## src/rtl/mul_pkg.sv

```systemverilog
// Sizing helpers shared by the partial-product tree and its levels.
// Latency: none (constants and constant functions only).
// Backpressure: none; the optional result counter is gated by MUL_TREE_CNT_EN in the top.
package mul_pkg;

    function automatic int clog2(input int n);
        int r;
        r = 0;
        for (int v = 1; v < n; v = v * 2) r++;
        return r;
    endfunction

    function automatic int node_w(input int pp_w, input int l);
        return pp_w + (1 << l);
    endfunction

    function automatic int nodes(input int n_pp, input int l);
        return (n_pp + (1 << l) - 1) >> l;
    endfunction

    // A node can never exceed the full product width, so deep levels are clipped there.
    function automatic int lvl_w(input int pp_w, input int n_pp, input int l);
        return (node_w(pp_w, l) < pp_w + n_pp) ? node_w(pp_w, l) : pp_w + n_pp;
    endfunction

    localparam int PP_W_DEF = 24;
    localparam int N_PP_DEF = 24;
    localparam int LEVELS   = clog2(N_PP_DEF);
    localparam int OUT_W    = PP_W_DEF + N_PP_DEF;

endpackage

```

## src/rtl/mul_tree_level.sv

```systemverilog
// One tree level: pairwise shift-and-add of nodes with 4-bit-slice CLA adders, then a register.
// Latency: 1 cycle.
// Backpressure: data and valid load only when adv=1, otherwise hold.
module mul_tree_level
    import mul_pkg::*;
#(
    parameter int PP_W = 24,
    parameter int N_PP = 24,
    parameter int LVL  = 0,
    parameter int N_IN = 24
) (
    input  logic                                                    clk,
    input  logic                                                    rst_n,
    input  logic                                                    adv,
    input  logic                                                    in_vld,
    input  logic [N_IN*lvl_w(PP_W, N_PP, LVL)-1:0]                  in_dat,
    output logic                                                    out_vld,
    output logic [((N_IN+1)/2)*lvl_w(PP_W, N_PP, LVL+1)-1:0]        out_dat
);
    localparam int IW    = lvl_w(PP_W, N_PP, LVL);
    localparam int OW    = lvl_w(PP_W, N_PP, LVL + 1);
    localparam int N_OUT = (N_IN + 1) / 2;
    localparam int ADD_W = ((OW + 3) / 4) * 4;
    localparam int PAD_W = 2 * N_OUT * IW;
    localparam int SH    = 1 << LVL;

    function automatic logic [ADD_W-1:0] cla_add(input logic [ADD_W-1:0] a,
                                                 input logic [ADD_W-1:0] b);
        logic [ADD_W-1:0] s;
        logic [3:0]       g, p, c;
        logic             ci;
        s  = '0;
        ci = 1'b0;
        for (int k = 0; k < ADD_W / 4; k++) begin
            g    = a[4*k +: 4] & b[4*k +: 4];
            p    = a[4*k +: 4] ^ b[4*k +: 4];
            c[0] = ci;
            c[1] = g[0] | (p[0] & ci);
            c[2] = g[1] | (p[1] & g[0]) | (p[1] & p[0] & ci);
            c[3] = g[2] | (p[2] & g[1]) | (p[2] & p[1] & g[0]) | (p[2] & p[1] & p[0] & ci);
            ci   = g[3] | (p[3] & g[2]) | (p[3] & p[2] & g[1]) | (p[3] & p[2] & p[1] & g[0])
                 | (&p & ci);
            s[4*k +: 4] = p ^ c;
        end
        return s;
    endfunction

    // Odd node count: the zero padding becomes the missing addend.
    logic [PAD_W-1:0]     in_pad;
    logic [N_OUT*OW-1:0]  add_res;
    logic [N_OUT*OW-1:0]  dat_d, dat_q;
    logic                 vld_d, vld_q;

    assign in_pad = PAD_W'(in_dat);

    always_comb begin
        add_res = '0;
        for (int j = 0; j < N_OUT; j++) begin
            add_res[j*OW +: OW] = OW'(cla_add(ADD_W'(in_pad[2*j*IW +: IW]),
                                              ADD_W'(in_pad[(2*j+1)*IW +: IW]) << SH));
        end
        dat_d = adv ? add_res : dat_q;
        vld_d = adv ? in_vld  : vld_q;
    end

    always_ff @(posedge clk) begin
        if (!rst_n) begin
            dat_q <= '0;
            vld_q <= 1'b0;
        end else begin
            dat_q <= dat_d;
            vld_q <= vld_d;
        end
    end

    assign out_dat = dat_q;
    assign out_vld = vld_q;

endmodule

```

## src/rtl/mul_pp_tree_pipe.sv

```systemverilog
// Pipelined partial-product reduction tree: out_sum = sum of pp[i] << i; MUL_TREE_CNT_EN adds res_cnt.
// Latency: clog2(N_PP) cycles, one product per cycle.
// Backpressure: global stall, in_ready = out_ready | ~out_valid freezes every level.
module mul_pp_tree_pipe
    import mul_pkg::*;
#(
    parameter int PP_W = 24,
    parameter int N_PP = 24
) (
    input  logic                   clk,
    input  logic                   rst_n,
    input  logic                   in_valid,
    output logic                   in_ready,
    input  logic [N_PP*PP_W-1:0]   in_pp,
    output logic                   out_valid,
    input  logic                   out_ready,
    output logic [PP_W+N_PP-1:0]   out_sum,
    output logic [31:0]            res_cnt
);
    localparam int N_LVL = clog2(N_PP);
    localparam int W0    = lvl_w(PP_W, N_PP, 0);

    logic                 adv;
    logic [N_PP*W0-1:0]   pp0_dat;

    assign adv      = out_ready | ~out_valid;
    assign in_ready = adv;

    always_comb begin
        pp0_dat = '0;
        for (int i = 0; i < N_PP; i++) begin
            pp0_dat[i*W0 +: W0] = W0'(in_pp[i*PP_W +: PP_W]);
        end
    end

    for (genvar g = 0; g < N_LVL; g++) begin : g_lvl
        localparam int N_IN = nodes(N_PP, g);
        localparam int IW   = lvl_w(PP_W, N_PP, g);
        localparam int N_O  = nodes(N_PP, g + 1);
        localparam int OW   = lvl_w(PP_W, N_PP, g + 1);

        logic [N_IN*IW-1:0] src_dat;
        logic               src_vld;
        logic [N_O*OW-1:0]  dat;
        logic               vld;

        if (g == 0) begin : g_src
            assign src_dat = pp0_dat;
            assign src_vld = in_valid & in_ready;
        end else begin : g_src
            assign src_dat = g_lvl[g-1].dat;
            assign src_vld = g_lvl[g-1].vld;
        end

        mul_tree_level #(
            .PP_W (PP_W),
            .N_PP (N_PP),
            .LVL  (g),
            .N_IN (N_IN)
        ) u_level (
            .clk     (clk),
            .rst_n   (rst_n),
            .adv     (adv),
            .in_vld  (src_vld),
            .in_dat  (src_dat),
            .out_vld (vld),
            .out_dat (dat)
        );
    end

    assign out_valid = g_lvl[N_LVL-1].vld;
    assign out_sum   = g_lvl[N_LVL-1].dat;

`ifdef MUL_TREE_CNT_EN
    logic [31:0] res_cnt_d, res_cnt_q;

    always_comb begin
        res_cnt_d = res_cnt_q;
        if (out_valid & out_ready) res_cnt_d = res_cnt_q + 32'd1;
    end

    always_ff @(posedge clk) begin
        if (!rst_n) res_cnt_q <= '0;
        else        res_cnt_q <= res_cnt_d;
    end

    assign res_cnt = res_cnt_q;
`else
    assign res_cnt = '0;
`endif

endmodule

```

## config.mk

```make
export PLATFORM = sky130hd
export DESIGN_NAME = mul_pp_tree_pipe
export DESIGN_NICKNAME = d
export VERILOG_FILES = /design/src/rtl/mul_pkg.sv /design/src/rtl/mul_tree_level.sv /design/src/rtl/mul_pp_tree_pipe.sv
export SDC_FILE = /design/constraint.sdc
export NUM_CORES = 2
export LEC_CHECK = 0
export CORE_AREA = 2 2 285 287
export CTS_CLUSTER_DIAMETER = 150
export DETAILED_ROUTE_END_ITERATION = 10
export DIE_AREA = 0 0 287 289
export HOLD_SLACK_MARGIN = 0.12
export MAX_ROUTING_LAYER = met4
export PLACE_DENSITY = 0.87
export SLEW_MARGIN = 5
export SYNTH_ARGS = -nofsm -noshare
export SYNTH_HDL_FRONTEND = slang
export SYNTH_SLANG_ARGS = --single-unit
```

## constraint.sdc

```tcl
create_clock -name clk -period 4.1 [get_ports clk]
set_input_delay 0.615 -clock clk [delete_from_list [all_inputs] [get_ports clk]]
set_output_delay 0.615 -clock clk [all_outputs]
set_load 0.05 [all_outputs]
```

After elaboration in Yosys (flattened, before gate mapping):

Index checks and enable logic that the tools add are counted.

* eq/ne operators: 0
* bitwise operators: 3820
* div/mod/pow operators: 0
* magnitude comparators: 0
* add/sub/neg operators: 0
* multiplexer cells: 0
* reduce and logical (&&, ||, !) cells: 117
* shift-type cells: 0
* $mul: 0

Operators by type and width (count)
* $and 1x1->1: 2043
* $or 1x1->1: 1325
* $xor 4x4->4: 289
* $and 4x4->4: 138
* $reduce_and 4->1: 117
* $xor 1x2->2: 12
* $xor 2x4->4: 6
* $and 2x3->3: 6
* $not 1->1: 1

* input port bits: 580
* bits in read-only memories: 0
* latch bits: 0
* word-level logic and storage cells: 3947
* RAM bits: 0
* memories kept: 0
* flip-flop bits (word level): 701

Logic depth before layout (Yosys ltp):

* word-level depth: 18
* mapped depth: 14
* mapped depth without buffers: 14

Hierarchy:

From an unflattened synthesis, not the netlist that was laid out.

* cell total of the unflattened synthesis: 4961
* area total of the unflattened synthesis: 47473.0 sq um

Modules (own cells, without submodules)
* mul_tree_level at g_lvl[0].u_level: area each 22322.7 sq um, instances 1, cells each 2357, seq. area each 6266.0 sq um
* mul_tree_level at g_lvl[1].u_level: area each 11403.4 sq um, instances 1, cells each 1173, seq. area each 3383.2 sq um
* mul_tree_level at g_lvl[2].u_level: area each 6563.8 sq um, instances 1, cells each 690, seq. area each 1941.9 sq um
* mul_tree_level at g_lvl[3].u_level: area each 3998.8 sq um, instances 1, cells each 413, seq. area each 1461.4 sq um
* mul_tree_level at g_lvl[4].u_level: area each 2917.8 sq um, instances 1, cells each 293, seq. area each 980.9 sq um
* mul_pp_tree_pipe: area each 266.5 sq um, instances 1, cells each 35, seq. area each 0.0 sq um

Worst setup path after synthesis:

OpenSTA, ideal clock, no wires.

* kind: input-to-reg
* start point: input in_pp[338]
* end point: register g_lvl[0].u_level.dat_q[206]
* path buffers: 0
* path slack: 658 ps
* arrival time: 3309 ps
* stages: 14
* library setup time: 132 ps
* cells stage by stage: ha_1 -> a21o_1 -> a21o_1 -> a211oi_1 -> o31ai_1 -> a221o_1 -> o221a_2 -> o21ai_0 -> a2111oi_0 -> o21ai_0 -> nand2b_1 -> ha_1 -> nand2_1 -> a21oi_1

* word-level cells in the longest chain between the ends: 16
* elaborated cells between the ends (all ways): 21
* those cells by class: bitwise (21)

RTL lines
* start: declaration: RTL line mul_pp_tree_pipe.sv:14 `input logic [N_PP*PP_W-1:0] in_pp,`
* $and 4x4->4 / $xor 4x4->4 (equally long branches): RTL line mul_tree_level.sv:35, mul_tree_level.sv:36
* $and 1x1->1: RTL line mul_tree_level.sv:41 `ci = g[3] | (p[3] & g[2]) | (p[3] & p[2] & g[1]) | (p[3] & p[2] & p[1] & g[0])`
* $or 1x1->1 / $and 1x1->1 (equally long branches) (2 in series): RTL line mul_tree_level.sv:41
* $or 1x1->1 *: RTL line mul_tree_level.sv:41
* $and 1x1->1 *: RTL line mul_tree_level.sv:42 `| (&p & ci);`
* $or 1x1->1 *: RTL line mul_tree_level.sv:42
* $and 1x1->1 *: RTL line mul_tree_level.sv:42
* $or 1x1->1 *: RTL line mul_tree_level.sv:42
* $and 1x1->1 *: RTL line mul_tree_level.sv:42
* $or 1x1->1 *: RTL line mul_tree_level.sv:42
* $and 1x1->1 *: RTL line mul_tree_level.sv:42
* $or 1x1->1 *: RTL line mul_tree_level.sv:42
* $and 1x1->1 *: RTL line mul_tree_level.sv:42
* $or 1x1->1 *: RTL line mul_tree_level.sv:42
* $xor 1x2->2 *: RTL line mul_tree_level.sv:43 `s[4*k +: 4] = p ^ c;`
* net g_lvl[0].u_level.add_res[206]: RTL line mul_tree_level.sv:50 `logic [N_OUT*OW-1:0] add_res;`
* end signal: assignment: RTL line mul_tree_level.sv:71 `dat_q <= dat_d;`
* end: declaration: RTL line mul_tree_level.sv:51 `logic [N_OUT*OW-1:0] dat_d, dat_q;`

Mark *: on every way through the listed nets, which the timed path passes. The rest lies on a longest branch.
A chain may end at the register's enable or synchronous reset.

Final worst setup path:

* start point: register g_lvl[0].u_level.dat_q[210]
* end point: register g_lvl[1].u_level.dat_q[137]

* word-level cells in the longest chain between the ends: 18
* elaborated cells between the ends (all ways): 23
* those cells by class: bitwise (23)

RTL lines
* $and 4x4->4 / $xor 4x4->4 (equally long branches): RTL line mul_tree_level.sv:35, mul_tree_level.sv:36
* $and 1x1->1: RTL line mul_tree_level.sv:41
* $or 1x1->1 / $and 1x1->1 (equally long branches) (2 in series): RTL line mul_tree_level.sv:41
* $or 1x1->1 *: RTL line mul_tree_level.sv:41
* $and 1x1->1 *: RTL line mul_tree_level.sv:42
* $or 1x1->1 *: RTL line mul_tree_level.sv:42
* $and 1x1->1 *: RTL line mul_tree_level.sv:42
* $or 1x1->1 *: RTL line mul_tree_level.sv:42
* $and 1x1->1 *: RTL line mul_tree_level.sv:42
* $or 1x1->1 *: RTL line mul_tree_level.sv:42
* $and 1x1->1 *: RTL line mul_tree_level.sv:42
* $or 1x1->1 *: RTL line mul_tree_level.sv:42
* $and 1x1->1 *: RTL line mul_tree_level.sv:42
* $or 1x1->1 *: RTL line mul_tree_level.sv:42
* $and 1x1->1 *: RTL line mul_tree_level.sv:38 `c[1] = g[0] | (p[0] & ci);`
* $or 1x1->1 *: RTL line mul_tree_level.sv:38
* $xor 4x4->4 *: RTL line mul_tree_level.sv:43
* end signal: assignment: RTL line mul_tree_level.sv:71
* end: declaration: RTL line mul_tree_level.sv:51

Every way passes the cells marked *; elsewhere a longest branch is shown, timed or not.

==> metrics.md <==
| Metric | Value |
|---|---|
| Delay of the slowest cell on the worst path | `0.38 ns` |
| Post-cts hold buffer count | `0` |
| Yosys warnings | `0` |
| Slew Viols, Final | `0` |
| Syn_area_per_cell | `8.55 um2` |
| CP Cell Sequence | `ha_1 -> inv_1 -> fa_1 -> nor2b_1 -> o31a_1 -> o31a_1 -> a31o_1 -> o31a_1 -> a211o_1 -> a21o_1 -> fa_1 -> xnor2_1 -> a211oi_1` |
| Syn Std Cell Area | `0.0443 mm2` |
| Row count | `104` |
| Vias per std cell | `5.69` |
| Nets | `6,986` |
| Worst Path Max Fanout | `4` |
| Wl on met1 | `53,400 um` |
| Total wire length | `124,000 um` |
| Clock sink total | `701` |
| Met3 wire length | `5740 um` |
| Top_reg_cell synth | `dfxtp_1` |
| Share of layout cells above drive strength 1 | `3.92%` |
| Dominant cell type by area after synthesis | `dfxtp_1` |
| Post-synth ARST share | `0%` |
| Per-cell routed wire length | `18.2 um` |
| Sequential share of the synthesized area | `31.7%` |
| Buf/Inv on CP | `1` |
| Die height | `289 um` |
| Comb pwr share | `31.0%` |
| 1st-iter DRT viols | `2,464` |
| Pin count of the biggest net entering global routing | `156` |
| Syn Inst Count | `5,182` |
| RSZ-0062 raised after global routing | `no` |
| Fillers | `6,352` |
| Worst Hold Slack | `0.448 ns` |
| Final setup viols | `0` |
| Distinct cells, synth | `65` |
| CP required | `4.56 ns` |
| Post-CTS resize count | `0` |
| Later-pin clock latency in the skew report | `0.62 ns` |
| DP Wirelength | `95,300 um` |
| CP startpoint kind | `flip-flop` |
| DRC | `0` |
| Worst-Margin Slew | `1.19 ns` |
| Post-DP Area | `0.0515 mm2` |
| Final Cycle Share | `88.7%` |
| Critical path class | `flip-flop to flip-flop` |
| Setup bufs post-CTS | `0` |
| Design Area, Final | `0.0542 mm2` |
| Initial antenna violation count | `7` |
| Post-layout min period | `3.63 ns` |
| Synthesis-stage register bit count | `701` |
| Die area | `0.0829 mm2` |
| Post-synth EDFFs | `0` |
| PD cells | `430 mW/mm2` |
| Slowest-stage cell, CP | `fa_1` |
| Max Fclk | `275 MHz` |
| Final ANT Viol Nets | `0` |
| Int Pwr | `15,700 uW` |
| Sequential power share | `38.0%` |
| Core ar. | `0.0799 mm2` |
| Total CTS buffers | `75` |
| Gr ovfl total | `0` |
| Via count | `38,900` |
| DRT Pass-1 Iters | `8` |
| Fin cells | `6,839` |
| Initial Util | `55.5%` |
| Area contributors post-synth | `dfxtp_1 32%, ha_1 16%, nand2_1 8.1%, fa_1 6.5%, a21oi_1 6.4%` |
| Detail Route met2 WL | `61,400 um` |
| Max cap viols | `0` |
| HP Class | `flip-flop to flip-flop` |
| Crit path capture type | `flip-flop` |
| All-Layer GR Usage | `29.8%` |
| Io pins | `662` |
| Top delay family on crit path | `compound AO/OA/AOI/OAI gates` |
| Worst vdd ir | `310 uV` |
| CTS root buffer | `clkbuf_16` |
| Switching power | `7630 uW` |
| Clock-pin slew on the worst setup and hold paths | `0.06 ns` |
| Sw Ratio | `32.7%` |
| Vias in the first global route | `38,300` |
| Placer Congestion | `0.921` |
| Critical Path AT | `4.10 ns` |
| H-Tree Depth | `3` |
| Leakage | `0.0244 uW` |
| Area Overhead vs Synth | `22.3%` |
| Status | `completed` |
| CTS tree | `built` |
| Number of I/O port buffers | `629` |
| Top sig layer | `met4` |
| Setup Skew | `0.0185 ns` |
| Global-route wire length before repair | `195,000 um` |
| Clock tree buffer depth | `3` |
| Pwr Total | `23,300 uW` |
| Width of the die | `287 um` |
| Fin. Hold Viols | `0` |
| Placed insts | `6,694` |
| Worst path most repeated cell | `o31a_1` |
| Yosys top cell area share | `31.7%` |
| Relative slew margins | `20.2%` |
| Clock network fraction of total power | `31.0%` |
==> cells in the final DEF (no fill, tap or decap), types with 11 or more instances in the layout <==
master             n
clkbuf_8          15
nand4_1           25
or3_1             36
o31a_1            13
nand4b_1          26
fa_1             144
or2_2             18
a31o_2            13
a31oi_1           22
clkdlybuf4s50_1  627
o21ai_0          215
a2111oi_0         11
a21o_1           187
o211ai_1          26
buf_4             36
nor3_1            42
a211o_1           11
and2_1            11
and3_1            27
nor4b_1           11
a21oi_1          565
xor2_1           112
o31ai_1           16
nor2_1           290
buf_12            12
xnor2_1          232
o21bai_1          22
nor2b_1           49
nand2_1          952
conb_1            32
nand2b_1          52
a22o_1            13
inv_1            150
clkbuf_16         77
ha_1             551
o21a_1            61
nand3_1           56
clkinv_2          15
a211oi_1         177
dfxtp_1          701
==> final timing paths <==
kind / start / endpoint / slack, ns / depth (start not counted)
min: g_lvl[4].u_level.out_dat[1] / g_lvl[4].u_level.out_dat[1] / 0.45 / 2
max: g_lvl[0].u_level.out_dat[210] / g_lvl[1].u_level.out_dat[137] / 0.47 / 13
min reg2reg: g_lvl[4].u_level.out_dat[1] / g_lvl[4].u_level.out_dat[1] / 0.45 / 2
max reg2reg: g_lvl[0].u_level.out_dat[210] / g_lvl[1].u_level.out_dat[137] / 0.47 / 13
==> per-layer routing <==
metal / vias to the layer above / global-route usage, %
met3: 241 / 3.58
li1: 19100 / -
met5: - / -
met2: 996 / 50.6
met1: 18600 / 37.0
met4: 0 / 9.49
==> synthesized netlist by cell type, types with 13 or more instances <==
cell      count
nand2_1     953
dfxtp_1     701
a21oi_1     565
ha_1        551
nor2_1      292
xnor2_1     232
o21ai_0     215
clkbuf_1    208
a21o_1      187
a211oi_1    177
inv_1       150
fa_1        144
xor2_1      112
o21a_1       61
nand3_1      56
nand2b_1     52
nor2b_1      50
nor3_1       42
or3_1        36
buf_4        32
and3_1       27
nand4b_1     26
o211ai_1     26
nand4_1      25
a31oi_1      22
o21bai_1     22
or2_2        18
o31ai_1      16
buf_1        15
a22o_1       13
a31o_2       13
o31a_1       13
==> flip-flops by register name, indices dropped and copies added, names as in the netlist <==
register               cells
g_lvl.u_level.out_dat    696
g_lvl.u_level.out_vld      5
==> power groups by stage <==
stage	clock network (uW)	registers (uW)	logic, uW
final	7230	8860	7220
after global routing	7600	8980	7990
after CTS	7320	8850	7200
after detailed placement	0	8980	7110
after global placement	0	8930	6920
after floorplan	0	8910	4670
==> logic make-up (layout without fill, tap and decap cells) <==
kind of cell             count (synthesis)  in the layout  synth area share (%)
AO/OA/AOI/OAI                         1420           1420                  20.0
adder cells (fa/ha/maj)                695            695                  22.1
other                                    1             40               0.00846
AND/OR/NAND/NOR                       1614           1614                  15.8
flip-flops                             701            701                  31.7
XOR/XNOR                               344            344                  6.80
buffers and inverters                  407            965                  3.72
==> area by class of cell <==
class | instances | area [um2] | area share [%]
Inverter | 152 | 586 | 1.08
Antenna cell | 8 | 20.0 | 0.0369
Multi-Input combinational cell | 4105 | 28800 | 53.1
Clock inverter | 38 | 497 | 0.916
Tap cell | 1060 | 1330 | 2.45
Clock buffer | 99 | 2160 | 3.98
Timing Repair Buffer | 676 | 6790 | 12.5
Sequential cell | 701 | 14000 | 25.9
==> tightest hold or removal path, delay by kind of cell (launching register included) <==
family	cells	cell delay, ns
flops	1	0.30
simple gates	1	0.05
compound gates	1	0.05
==> metrics by stage <==
step                setup TNS [ns]  setup WS (ns)  util [%]
finish                           0          0.465      67.8
global route                     0          0.239      67.8
CTS                              0          0.487      67.8
detailed placement          -0.333         -0.138      64.5
global placement           -0.0804        -0.0767      64.5
floorplan                        0          0.658         -
Power figures use the tool's default switching activity.
